**src/rtl/reg_file_bank.sv**
```systemverilog
// reg_file_bank: DEPTH x WIDTH operand register file, one write port and two
// registered read ports with write bypass, plus a sequenced clear-all.
//
// state   | meaning
// --------+--------------------------------------------------------------
// S_IDLE  | normal operation, writes accepted, busy low
// S_CLEAR | zeroing entry idx_q each edge, writes blocked, busy high
module reg_file_bank #(
  parameter int WIDTH = 9,
  parameter int DEPTH = 4,
  parameter int AW    = 3
) (
  input  logic             clk,
  input  logic             nrst,
  input  logic             write,
  input  logic [AW-1:0]    reg_num,
  input  logic [WIDTH-1:0] op,
  input  logic [AW-1:0]    reg_sel_a,
  input  logic [AW-1:0]    reg_sel_b,
  input  logic             clear,
  output logic [WIDTH-1:0] reg_val_a,
  output logic [WIDTH-1:0] reg_val_b,
  output logic             busy
);

  typedef enum logic {S_IDLE, S_CLEAR} state_t;

  localparam logic [AW-1:0] LAST_IDX = AW'(DEPTH);

  state_t           state_q, state_d;
  logic [AW-1:0]    idx_q, idx_d;
  logic [WIDTH-1:0] mem_q [1:DEPTH];
  logic [WIDTH-1:0] rd_a, rd_b;
  logic             wr_en, clr_en;
  logic             sel_a_ok, sel_b_ok;

  // Address 0 and anything above DEPTH are null addresses.
  function automatic logic addr_ok(input logic [AW-1:0] a);
    return (a != '0) && (a <= LAST_IDX);
  endfunction

  assign wr_en    = (state_q == S_IDLE) && write && addr_ok(reg_num);
  assign clr_en   = (state_q == S_CLEAR);
  assign sel_a_ok = addr_ok(reg_sel_a);
  assign sel_b_ok = addr_ok(reg_sel_b);
  assign busy     = clr_en;

  // Clear sequencer: next state and entry index.
  always_comb begin
    state_d = state_q;
    idx_d   = idx_q;
    case (state_q)
      S_IDLE: begin
        if (clear) begin
          state_d = S_CLEAR;
          idx_d   = AW'(1);
        end
      end
      S_CLEAR: begin
        if (idx_q == LAST_IDX) begin
          state_d = S_IDLE;
          idx_d   = '0;
        end else begin
          idx_d = idx_q + AW'(1);
        end
      end
      default: begin
        state_d = S_IDLE;
        idx_d   = '0;
      end
    endcase
  end

  // Sequencer state register.
  always_ff @(posedge clk or negedge nrst) begin
    if (!nrst) begin
      state_q <= S_IDLE;
      idx_q   <= '0;
    end else begin
      state_q <= state_d;
      idx_q   <= idx_d;
    end
  end

  // Storage: write in idle, or zero the entry under the clear index.
  always_ff @(posedge clk or negedge nrst) begin
    if (!nrst) begin
      for (int i = 1; i <= DEPTH; i++) mem_q[i] <= '0;
    end else begin
      for (int i = 1; i <= DEPTH; i++) begin
        if (wr_en && (reg_num == AW'(i)))
          mem_q[i] <= op;
        else if (clr_en && (idx_q == AW'(i)))
          mem_q[i] <= '0;
      end
    end
  end

  // Raw read muxes from stored contents.
  always_comb begin
    rd_a = '0;
    rd_b = '0;
    for (int i = 1; i <= DEPTH; i++) begin
      if (reg_sel_a == AW'(i)) rd_a = mem_q[i];
      if (reg_sel_b == AW'(i)) rd_b = mem_q[i];
    end
  end

  // Registered read ports; the entry's post-edge value wins via bypass.
  always_ff @(posedge clk or negedge nrst) begin
    if (!nrst) begin
      reg_val_a <= '0;
      reg_val_b <= '0;
    end else begin
      if (sel_a_ok) begin
        if (clr_en && (reg_sel_a == idx_q))
          reg_val_a <= '0;
        else if (wr_en && (reg_sel_a == reg_num))
          reg_val_a <= op;
        else
          reg_val_a <= rd_a;
      end
      if (sel_b_ok) begin
        if (clr_en && (reg_sel_b == idx_q))
          reg_val_b <= '0;
        else if (wr_en && (reg_sel_b == reg_num))
          reg_val_b <= op;
        else
          reg_val_b <= rd_b;
      end
    end
  end

endmodule

```
**config.mk**
```make
export PLATFORM = sky130hd
export DESIGN_NAME = reg_file_bank
export DESIGN_NICKNAME = d
export VERILOG_FILES = /design/src/rtl/reg_file_bank.sv
export SDC_FILE = /design/constraint.sdc
export NUM_CORES = 1
export LEC_CHECK = 0
export BUFFER_PORTS_ARGS = -buffer_cell sky130_fd_sc_hd__buf_4
export CORE_ASPECT_RATIO = 1.2
export CORE_MARGIN = 2
export CORE_UTILIZATION = 35
export CTS_BUF_LIST = sky130_fd_sc_hd__clkbuf_8
export CTS_CLUSTER_SIZE = 25
export DETAILED_ROUTE_END_ITERATION = 8
export GPL_TIMING_DRIVEN = 0
export PLACE_DENSITY = 0.62
export SYNTH_ARGS = -nofsm -noshare
export SYNTH_HDL_FRONTEND = slang
export SYNTH_SLANG_ARGS = --single-unit
```
**constraint.sdc**
```tcl
create_clock -name clk -period 2.7 [get_ports clk]
set_input_delay 0.54 -clock clk [delete_from_list [all_inputs] [get_ports clk]]
set_output_delay 0.54 -clock clk [all_outputs]
set_load 0.02 [all_outputs]
```
After elaboration in Yosys (flattened, before gate mapping)
Index checks and enable logic that the tools add are counted.

Output and inout bits: 19. Bits in registers: 58. Input port bits: 22.

Add/sub/neg operators: 1. Order comparisons: 3. Bitwise logic cells: 1. Reduce and logical (&&, ||, !) cells: 24. Muxes and demuxes: 26. Equal/unequal tests: 21.

Operators with widths (number): $mux 9 (20); $eq 3x2->1 const B (8); $logic_and 1x1->1 (17); $eq 3x1->1 const B (4); $eq 3x3->1 (4); $eq 3x3->1 const B (4); $le 3x3->1 const B (3); $reduce_bool 3->1 (3); $reduce_bool 2->1 (4); $mux 3 (2); $pmux 3 s2 (1); $add 3x1->3 const B (1); $mux 1 (2); $ne 2x2->1 const B (1); $pmux 1 s2 (1); $not 1->1 (1).

Depth between registers and ports, before layout
Depth after elaboration: 7. Mapped depth: 10. Mapped depth without buffers: 6.

Worst setup path before layout
OpenSTA, ideal clock, no wires.

Path type: input to register. Start point: in reg_sel_a[0]. End point: reg reg_val_a[0]. Path slack: 0.118 ns. Required time: 2.617 ns. Library setup time: 0.083 ns. Stages: 10. Buffers on the path: 4. Arrival time: 2.499 ns. Path through: clkbuf_1 clkbuf_1 nor2_1 ha_1 clkbuf_1 or2_2 clkbuf_1 o41ai_1 mux2i_1 o21ai_0.

Longest elaborated chain between the ends: 7. Elaborated cells on any way between the ends: 17. Classes of those cells: order compare (1); eq/ne (6); mux (6); reduce/logical (4).

Ends and longest elaborated chain: from (decl) (RTL line 18) `input logic [AW-1:0] reg_sel_a,`; $eq 3x1->1 (RTL line 104) `if (reg_sel_a == AW'(i)) rd_a = mem_q[i];`; $mux 9 (4 in series) (RTL line 104); $mux 9 (RTL line 118) `else if (wr_en && (reg_sel_a == reg_num))`; $mux 9 (RTL line 116) `if (clr_en && (reg_sel_a == idx_q))`; to (signal assigned) (RTL line 119) `reg_val_a <= op;`; to (signal assigned) (RTL line 121) `reg_val_a <= rd_a;`; to (decl) (RTL line 21) `output logic [WIDTH-1:0] reg_val_a,`.

Several ways; a longest one is shown, not always the timed one. A chain may end at the register's enable or synchronous reset.

Worst setup path in the final report
Start point: in reg_sel_a[0]. End point: reg reg_val_a[1].

The elaborated chain is that of the path after synthesis.

==> summary by stage <==
Floorplan
The effective utilization at floorplan is roughly 36%. The die width is slightly above 90 µm. The die height is roughly 110 µm. The total I/O pin count is 41. The number of core rows is 38. The die covers a little over 10000 µm².

The total area inside the core boundary comes to 9034 µm².

Timing
The number of endpoints with negative hold slack in the final report is 0. In this run the tightest slew margin relative to its limit is between 20% and 30%. The final critical-path required period is 2.621 ns.

After layout, the worst path uses 97.08% of the clock period. Setup violations remaining at the end of the flow were counted as 0. Between clock sinks in the finished design, the worst skew comes to about 0.013 ns. For the pin with the worst max-slew slack, the measured transition is roughly 1.1 ns. The highest clock frequency the design can meet is between 0.3 and 0.4 GHz.

The number of max-slew violations in the final report is 0. The total negative setup slack is 0 ns. Setup repair after global routing left no endpoint under its margin.

Global route
The pin count of the biggest net entering global routing is 59. For this run, global-route usage on met2 was measured as about a third. The remaining global-route overflow is 0. For this run, global-route usage on met3 was measured as under 10%. The fraction of met1 tracks used by global routing is between 20% and 30%. The peak-usage layer in the global routing report is met2.

The overall routing resource usage is about a fifth. The initial antenna violation count is 0. The via count of the first global-routing pass is 2849.

The global-route wire length before repair is roughly 16000 µm.

Clock network
The clock tree synthesis step divided the H-tree into 3 levels. The clock latency of the later-clocked register in the worst-skew pair is approximately 0.35 ns. The post-CTS clock slew at the launch and capture registers of the worst setup and hold paths is ~0.070 ns. Buffers inserted to repair hold after CTS numbered 0.

Counting along the longest clock path gives a buffer depth of 2. The TritonCTS clock tree is done. Counting the buffers created by CTS gives 9. CTS placed an instance of sky130_fd_sc_hd__clkbuf_8 at the clock tree root. The number of sinks driven by the clock tree is 58.

Layout
Cells fill between 40% and 50% of the core in the end. The number of nets in the layout is roughly 410. Cells with a size suffix above 1 make up 19.64% of the layout. From synthesis to final layout, the design area changed by 21.00%. The antenna diode count is 0.

Routing
The number of DRC markers after the initial detailed-route iteration is 429. The vias per cell is roughly 5.7. Summed over all layers, the routed wires come to around 10000 µm. The average routed wire per standard cell is about 20 µm. The first TritonRoute pass finished after 6 iterations. The number of design rule violations left after detail routing is 0. The number of antenna-violating nets in the routed design is 0.

The detailed-route via count is 2899.

Synthesis
Counting flops and latches in the post-synthesis netlist gives 58. The sequential cell area fraction in the yosys report is approximately 45%. Synthesis instantiated 32 different standard cells from the library.

The cell count after synthesis came out at approximately 340. Of all flip-flops after synthesis, the portion carrying an async set or reset was between 90% and 100%. Yosys attributes the largest share of cell area to sky130_fd_sc_hd__dfrtp_1, sky130_fd_sc_hd__a22o_1, sky130_fd_sc_hd__nand2_1, sky130_fd_sc_hd__mux2i_1, sky130_fd_sc_hd__nor4bb_1. Among all flip-flop cells after synthesis, the most frequent one is sky130_fd_sc_hd__dfrtp_1. The Yosys step of the flow raised 0 warnings. Summing every instance area after synthesis gives about 3200 µm².

The average cell area after synthesis is between 9 and 10 µm². The post-synth net total is 366. By count the netlist is led by sky130_fd_sc_hd__dfrtp_1, sky130_fd_sc_hd__nand2_1, sky130_fd_sc_hd__a22o_1. Summed over its instances, the top area cell type makes up 44.77% of the synthesized netlist area.

The library cell with the largest summed area after synthesis is sky130_fd_sc_hd__dfrtp_1. The count of flip-flops with a built-in enable after synthesis is 0.

Worst hold path
The classification of the worst-slack hold path is in2async.

Critical path
The critical path data required time is between 2 and 3 ns. The endpoint arrival time on the critical path is roughly 2.9 ns. The critical path startpoint category is a primary input.

The first element of the critical path is reg_sel_a[0]. The worst setup path is of the in2reg kind. The worst register-to-register path begins at busy. The critical-path maximum fanout is 12. The category of the worst setup path capture point is a flip-flop.

Placement
The count of buffers added on input and output ports is 38. At the end of routability-driven placement, the weighted congestion stood at between 0.8 and 0.9. The detailed placer's ending HPWL is between 6000 and 7000 µm.

Power and ir drop
The maximum vdd drop is 0.0002812 V. In this run the power density over the cells is between 600 and 700 nW/µm². The leakage dissipation is around 1.9 nW. Power comes to about 2.7 mW.

Status
The flow ran to the end, and the final reports show no timing, DRC or antenna violations.

Run
The number of max-cap violations is 0.
==> per-layer routing <==
layer,vias to the layer above,share of wire (%)
met3,28,8.3
met5,-,0
met2,131,47
met1,1410,42
li1,1330,-
met4,0,2.0
==> stage by stage <==
step | hold slack, ns | std cells | setup WS (ns) | cell area [µm²]
6_report | 0.2660 | 507 | 0.07893 | 3923
5_1_grt | 0.3337 | 507 | 0.01845 | 3923
4_1_cts | 0.2993 | 506 | 0.01025 | 3876
3_3_place_gp | 0.4717 | 494 | -0.7922 | 3677
2_1_floorplan | 0.2444 | 336 | 0.1180 | 3242
3_5_place_dp | 0.4749 | 494 | -0.8629 | 3677
==> layout make-up <==
cell class | count | area, µm²
tap | 120 | 150.1
fill | 930 | 5111
timing repair buffer | 42 | 315.3
buffer | 19 | 80.08
multi-input combinational | 249 | 1709
sequential | 58 | 1451
clock inverter | 5 | 53.80
inverter | 3 | 11.26
clock buffer | 11 | 151.4
==> power breakdown <==
group          switching, mW  internal [mW]  total (mW)  leakage (nW)
combinational          0.465          0.294       0.759          1.02
clock                  0.368          0.471       0.839         0.103
sequential             0.121           1.00        1.12         0.791
==> path summary, 6_finish.rpt <==
check / to / slack (ns) / cells after the start
setup / recovery: reg_val_a[1] / 0.08 / 9
hold / removal: mem_q[26] / 0.27 / 1
setup reg to reg: mem_q[1] / 0.63 / 4
hold reg to reg: reg_val_b[5] / 0.49 / 2
max in group asynchronous: reg_val_a[5] / 1.93 / 1
min in group clk: idx_q[1] / 0.39 / 2
==> flip-flops by register name, indices dropped and copies added, names as in the netlist <==
signal,cells
mem_q,36
busy,1
reg_val_a,9
idx_q,3
reg_val_b,9
==> cells by family after synthesis <==
| logic type | after synthesis | synth area share (%) |
|---|---|---|
| buffers and inverters | 29 | 3.473 |
| flip-flops | 58 | 44.77 |
| AND/OR/NAND/NOR | 121 | 19.92 |
| XOR/XNOR | 12 | 3.242 |
| AO/OA/AOI/OAI | 90 | 19.95 |
| multiplexers | 18 | 5.558 |
| adder cells (fa/ha/maj) | 8 | 3.088 |
==> what timing repair did <==
item                                    4_1_cts  5_1_grt
endpoints found under the setup margin       36       34
setup buffers                                 1        3
pin swaps                                     1        1
resized for setup                             4        5
==> worst max-delay path, cell delays in order <==
cell                       delay [ns]
sky130_fd_sc_hd__buf_4           0.17
sky130_fd_sc_hd__clkbuf_2        0.28
sky130_fd_sc_hd__nor2_1          0.09
sky130_fd_sc_hd__ha_1            0.35
sky130_fd_sc_hd__or2_2           0.34
sky130_fd_sc_hd__clkbuf_1        0.27
sky130_fd_sc_hd__o41ai_1         0.47
sky130_fd_sc_hd__mux2i_1         0.17
sky130_fd_sc_hd__o21ai_0         0.19
==> placed cells by master (no fill, tap or decap), types with 4 or more instances in the layout <==
master | synthesis | routed
sky130_fd_sc_hd__o21ai_0 | 15 | 15
sky130_fd_sc_hd__clkbuf_2 | 0 | 4
sky130_fd_sc_hd__inv_1 | 3 | 4
sky130_fd_sc_hd__clkbuf_1 | 19 | 8
sky130_fd_sc_hd__buf_4 | 0 | 42
sky130_fd_sc_hd__xnor2_1 | 12 | 12
sky130_fd_sc_hd__o41ai_1 | 18 | 14
sky130_fd_sc_hd__clkbuf_8 | 0 | 11
sky130_fd_sc_hd__a22o_1 | 27 | 27
sky130_fd_sc_hd__nand3_1 | 10 | 10
sky130_fd_sc_hd__mux2i_1 | 18 | 18
sky130_fd_sc_hd__ha_1 | 8 | 8
sky130_fd_sc_hd__o41ai_2 | 0 | 4
sky130_fd_sc_hd__a21oi_1 | 18 | 18
sky130_fd_sc_hd__dfrtp_1 | 58 | 58
sky130_fd_sc_hd__buf_1 | 4 | 4
sky130_fd_sc_hd__nor4bb_1 | 18 | 18
sky130_fd_sc_hd__nor2_1 | 23 | 23
sky130_fd_sc_hd__nand2_1 | 58 | 58
Note: power is estimated with default switching activity, not from simulation.
